**config.mk**
```make
export PLATFORM = sky130hd
export DESIGN_NAME = ddr4_axi_arbiter
export DESIGN_NICKNAME = d
export VERILOG_FILES = /design/src/rtl/ddr4_axi_arbiter_pkg.sv /design/src/rtl/ddr4_axi_arbiter_rr_pick.sv /design/src/rtl/ddr4_axi_arbiter.sv
export SDC_FILE = /design/constraint.sdc
export NUM_CORES = 1
export LEC_CHECK = 0
export CAP_MARGIN = 25
export CORE_MARGIN = 2
export CORE_UTILIZATION = 58
export CTS_CLUSTER_DIAMETER = 30
export CTS_CLUSTER_SIZE = 25
export DETAILED_ROUTE_END_ITERATION = 8
export HOLD_SLACK_MARGIN = 0.15
export PLACE_DENSITY = 0.9
export SLEW_MARGIN = 0
export SYNTH_ARGS = -nofsm -noshare
export SYNTH_HDL_FRONTEND = slang
export SYNTH_HIERARCHICAL = 1
export SYNTH_SLANG_ARGS = --single-unit
```
**constraint.sdc**
```tcl
create_clock -name ACLK -period 6.2 [get_ports ACLK]
set_input_delay 0.93 -clock ACLK [delete_from_list [all_inputs] [get_ports ACLK]]
set_output_delay 0.93 -clock ACLK [all_outputs]
set_load 0.02 [all_outputs]
```
**src/rtl/ddr4_axi_arbiter_pkg.sv**
```systemverilog
// Shared definitions for the DDR4 AXI arbiter: FSM state encoding and a width helper.
package ddr4_arb_defs;

  typedef enum logic [1:0] {
    IDLE   = 2'd0,
    ADDR   = 2'd1,
    WAIT_B = 2'd2,
    WAIT_R = 2'd3
  } arb_state_e;

  // Ceiling log2 with a floor of 1 so single-bit indices stay legal.
  function automatic int clog2(input int n);
    int w;
    w = 1;
    while ((1 << w) < n) w++;
    return w;
  endfunction

endpackage

```
**src/rtl/ddr4_axi_arbiter_rr_pick.sv**
```systemverilog
// Combinational round-robin picker: first set request strictly after the pointer, with wrap.
module rr_pick
  import ddr4_arb_defs::*;
#(
  parameter int NREQ = 4
) (
  input  logic [NREQ-1:0]        req_i,
  input  logic [clog2(NREQ)-1:0] ptr_i,
  output logic [NREQ-1:0]        gnt_o,
  output logic [clog2(NREQ)-1:0] idx_o
);

  localparam int IW = clog2(NREQ);

  // Lowest index at or below the pointer is the wrap fallback; any hit above the pointer overrides it.
  always_comb begin
    idx_o = '0;
    for (int i = NREQ - 1; i >= 0; i--)
      if (req_i[i] && (IW'(i) <= ptr_i)) idx_o = IW'(i);
    for (int i = NREQ - 1; i >= 0; i--)
      if (req_i[i] && (IW'(i) > ptr_i)) idx_o = IW'(i);
  end

  assign gnt_o = (|req_i) ? (NREQ'(1) << idx_o) : '0;

endmodule

```
**src/rtl/ddr4_axi_arbiter.sv**
```systemverilog
// Round-robin arbiter with per-grant quota in front of the PS DDR4 AXI slave port,
// holding each grant until the shared port completes, plus a completion watchdog.
module ddr4_axi_arbiter
  import ddr4_arb_defs::*;
#(
  parameter int NREQ        = 4,
  parameter int QUOTA       = 4,
  parameter int TIMEOUT_CYC = 4096,
  parameter int TO_W        = 16
) (
  input  logic                   ACLK,
  input  logic                   ARESETN,
  input  logic [NREQ-1:0]        REQ,
  input  logic [NREQ-1:0]        REQ_WRITE,
  output logic [NREQ-1:0]        GNT,
  output logic                   GNT_VALID,
  output logic [clog2(NREQ)-1:0] GNT_IDX,
  input  logic                   M_AWVALID,
  input  logic                   M_AWREADY,
  input  logic                   M_ARVALID,
  input  logic                   M_ARREADY,
  input  logic                   M_BVALID,
  input  logic                   M_BREADY,
  input  logic                   M_RVALID,
  input  logic                   M_RREADY,
  input  logic                   M_RLAST,
  input  logic                   ERR_CLR,
  output logic                   ERR_TIMEOUT,
  output logic [clog2(NREQ)-1:0] ERR_IDX
);

  localparam int IW = clog2(NREQ);
  localparam int QW = clog2(QUOTA + 1);

  arb_state_e      state_q;
  logic [NREQ-1:0] gnt_q;
  logic            gvld_q;
  logic [IW-1:0]   idx_q;
  logic            dir_q;
  logic [IW-1:0]   ptr_q;
  logic [QW-1:0]   cnt_q;
  logic [TO_W-1:0] wd_q;
  logic            err_q;
  logic [IW-1:0]   eidx_q;

  logic [NREQ-1:0] pick_gnt;
  logic [IW-1:0]   pick_idx;
  logic            aw_hs, ar_hs, in_wait, done, wd_run, expire;

  rr_pick #(.NREQ(NREQ)) u_pick (
    .req_i (REQ),
    .ptr_i (ptr_q),
    .gnt_o (pick_gnt),
    .idx_o (pick_idx)
  );

  assign aw_hs   = M_AWVALID & M_AWREADY;
  assign ar_hs   = M_ARVALID & M_ARREADY;
  assign in_wait = (state_q == WAIT_B) || (state_q == WAIT_R);
  assign done    = (state_q == WAIT_B) ? (M_BVALID & M_BREADY)
                                       : (M_RVALID & M_RREADY & M_RLAST);
  // Counter saturates at TIMEOUT_CYC; expiry is the single step from TIMEOUT_CYC-1.
  assign wd_run  = (TIMEOUT_CYC != 0) && (wd_q != TO_W'(TIMEOUT_CYC));
  assign expire  = (TIMEOUT_CYC != 0) && in_wait && (wd_q == TO_W'(TIMEOUT_CYC - 1));

  always_ff @(posedge ACLK or negedge ARESETN) begin
    if (!ARESETN) begin
      state_q <= IDLE;
      gnt_q   <= '0;
      gvld_q  <= 1'b0;
      idx_q   <= '0;
      dir_q   <= 1'b0;
      ptr_q   <= IW'(NREQ - 1);
      cnt_q   <= '0;
      wd_q    <= '0;
      err_q   <= 1'b0;
      eidx_q  <= '0;
    end else begin
      if (expire) begin
        err_q  <= 1'b1;
        eidx_q <= idx_q;
      end else if (ERR_CLR) begin
        err_q  <= 1'b0;
      end
      case (state_q)
        IDLE: begin
          if (|REQ) begin
            state_q <= ADDR;
            gnt_q   <= pick_gnt;
            gvld_q  <= 1'b1;
            idx_q   <= pick_idx;
            dir_q   <= REQ_WRITE[pick_idx];
          end
        end
        ADDR: begin
          if (dir_q && aw_hs) begin
            state_q <= WAIT_B;
            wd_q    <= '0;
          end else if (!dir_q && ar_hs) begin
            state_q <= WAIT_R;
            wd_q    <= '0;
          end else if (!REQ[idx_q]) begin
            // Abandoned request: release without advancing the round-robin pointer.
            state_q <= IDLE;
            gnt_q   <= '0;
            gvld_q  <= 1'b0;
            cnt_q   <= '0;
          end
        end
        WAIT_B, WAIT_R: begin
          if (wd_run) wd_q <= wd_q + TO_W'(1);
          if (done) begin
            if (REQ[idx_q] && (cnt_q < QW'(QUOTA - 1))) begin
              state_q <= ADDR;
              cnt_q   <= cnt_q + QW'(1);
              dir_q   <= REQ_WRITE[idx_q];
            end else begin
              state_q <= IDLE;
              ptr_q   <= idx_q;
              cnt_q   <= '0;
              gnt_q   <= '0;
              gvld_q  <= 1'b0;
            end
          end
        end
        default: state_q <= IDLE;
      endcase
    end
  end

  assign GNT         = gnt_q;
  assign GNT_VALID   = gvld_q;
  assign GNT_IDX     = idx_q;
  assign ERR_TIMEOUT = err_q;
  assign ERR_IDX     = eidx_q;

endmodule

```
==> impl_metrics.tcl <==
set metrics [dict create \
    crit_fanout 11 \
    synth-edff-count 0 \
    dr.first_iter.drc_count 69 \
    synthArstFlopShare_pct 100 \
    dieHeight_um 63.2 \
    arrival_ps 3050 \
    multi_input_area_um2 1070 \
    area_growth_pct 19.8 \
    ctsRootBufferMaster "clkbuf_4" \
    period_share_pct 45.9 \
    maxCapViolations 0 \
    rsz0062_at_grt "false" \
    status "finished clean" \
    grt_use_met3_pct 5.54 \
    setup_violations 0 \
    final_core_util_pct 72.4 \
    use_met2_pct 36.4 \
    postLayoutCellArea_um2 2430 \
    ys_types 57 \
    avgSynthCellArea_um2 9.77 \
    finalNetCount 259 \
    syn_area_um2 2030 \
    p_leak_uw 0.00104 \
    wirelength_mm 4.04 \
    num_vias 1644 \
    clock_skew_ps 6.00 \
    ctsHoldBuffers 0 \
    avgRoutedWirePerCell_um 14.3 \
    gr-max-usage-layer "met2" \
    yosysTopAreaCell "dfrtp_1" \
    start_util_pct 60.4 \
    tritoncts "done" \
    end_kind "flop" \
    fin_crit_ps 2850 \
    ys_seq_area_share_pct 42.0 \
    ys_ff_latch 34 \
    die_area_um2 3990 \
    finalSetupTns_ps 0 \
    portBuffers 29 \
    final_max_slew_viol_count 0 \
    synthesis.nets 231 \
    synth_top_area_share_pct 39.4 \
    cts_max_level 2 \
    clk_latency_ps 320 \
    fillers 247 \
    peakVddDrop_uv 241 \
    clockBufferDepth 2 \
    total_power_uw 998 \
    antenna_cells 0 \
    numCtsBuffers 5 \
    grt_max_degree 35 \
    rows 21 \
    io_pins 30 \
    power_density_nw_per_um2 410 \
    drive_above_1_share_pct 11.4 \
    first_pass_iters 4 \
    max_clock_freq_mhz 351 \
    gp_congestion 0.824 \
    finalHoldViolCount 0 \
    synth.area.top_cells "dfrtp_1 39%, nand2_1 4.2%, xnor2_1 3.4%" \
    grt_pass1_vias 1605 \
    max_slew_margin_pct 50.4 \
    regArea_um2 853 \
    min_path_type "flop to flop" \
    worstSetupPathType "input port to flop" \
    timing.hold.ws_ps 516 \
    via_per_inst 5.81 \
    drcViolationCount 0 \
    grt_overflow_total 0 \
    numClockSinks 34 \
    setup.worst_path.start_class "input port" \
    crit_required_ps 6410 \
    dp_hpwl_mm 2.89 \
    cts_setup_buffers 0 \
    globalRouteTotalUtil_pct 22.8 \
    ant_nets 0 \
    core_area_um2 3360 \
    grt_pass1_wl_mm 7.26 \
    dominantRegCellSynth "dfrtp_1" \
    tightest_slew_ps 740 \
    post_dp_cell_area_um2 2320 \
    ys_warn_count 6 \
    cts.repair.resized 0 \
    clk_pin_slew_worst_paths_ps 100 \
    grt_util_met1_pct 31.2 \
    fp.dieW_um 63.2 \
    antenna_found_initial 0 \
    netlist_instances 208 \
]
[final cells by class]
type                       count  area share (%)
multi-input combinational    154            44.1
sequential                    34            35.0
timing repair buffer          30            12.2
clock inverter                 2            2.47
tap                           46            2.36
clock buffer                   6            2.11
inverter                      11            1.70
[cells in the mapped netlist (3+ instances only)]
cell type  count
xor2_1         3
inv_1         11
nand3_1        4
nor2_1        18
nand4_1        7
buf_2          4
nor4_1         6
xnor2_1        8
nand2_1       23
a211oi_1       3
ha_1           3
o21ai_0       10
nor3_1         7
o21a_1         3
o21bai_1       3
mux2_2         3
a21oi_1        7
dfrtp_1       32
[final timing paths]
check	slack [ps]	start	endpoint	cells after the start
worst max-delay path	3350	REQ[0]	dir_q$_DFFE_PN0P_	7
worst min register to register	520	cnt_q[2]$_DFFE_PN0P_	cnt_q[2]$_DFFE_PN0P_	1
worst max register to register	4030	ptr_q[1]$_DFFE_PN1P_	dir_q$_DFFE_PN0P_	6
max in group asynchronous	4870	ARESETN	ptr_q[1]$_DFFE_PN1P_	2
min in group asynchronous	1000	ARESETN	wd_q[13]$_DFFE_PN0P_	2
worst min-delay path	520	cnt_q[2]$_DFFE_PN0P_	cnt_q[2]$_DFFE_PN0P_	1
[critical path, cell delays in order]
cell and delay, ps:
clkdlybuf4s50_1 580, and2b_1 290, a21oi_1 40, o221ai_1 290
mux4_2 540, a211oi_1 310, a2111oi_2 80
[where the power goes]
part           internal, uW  switching, uW
registers               298            108
logic                   187            195
clock network           137           73.3
[registers in the layout (all words and copies together) (netlist names)]
signal       cells
state_q          2
wd_q            16
GNT_IDX          2
dir_q            1
GNT_VALID        1
ERR_TIMEOUT      1
ptr_q            2
ERR_IDX          2
GNT              4
cnt_q            3
[kinds of logic after synthesis]
kind of cell / count (synthesis) / synth area share (%)
AND/OR/NAND/NOR: 86 / 23.7
multiplexers: 10 / 7.27
AO/OA/AOI/OAI: 44 / 15.3
XOR/XNOR: 11 / 4.74
adder cells (fa/ha/maj): 3 / 1.85
flip-flops: 34 / 42.0
buffers and inverters: 20 / 5.17
[placed cells by master, fill, tap and decap left out, drive strengths merged, types with 3 or more instances in the layout]
cell           synthesis  routed
dfrtp                 32      32
clkdlybuf4s50          0      29
nand2                 24      24
nor2                  19      19
o21ai                 12      12
inv                   11      11
xnor2                  8       8
nand4                  8       8
nor4                   8       8
nor3                   7       7
a21oi                  7       7
clkbuf                 2       6
mux2                   5       5
nand3                  4       4
o21a                   3       3
a211oi                 3       3
xor2                   3       3
o21bai                 3       3
ha                     3       3
or3                    3       3
nand3b                 3       3
mux4                   3       3
a21boi                 3       3
[per-layer routing]
metal	wire length (um)	share of wire (%)
met1	1920	48
met2	1860	46
met3	215	5.3
met4	38	0.94
met5	0	0
[metrics by stage]
step / std cells / setup WS, ps
after floorplan: 208 / 3680
after global placement: 275 / 3080
after detailed placement: 275 / 3010
after CTS: 283 / 3350
after global routing: 283 / 3200
final: 283 / 3350
No activity file was read; power rests on OpenSTA's default activity.
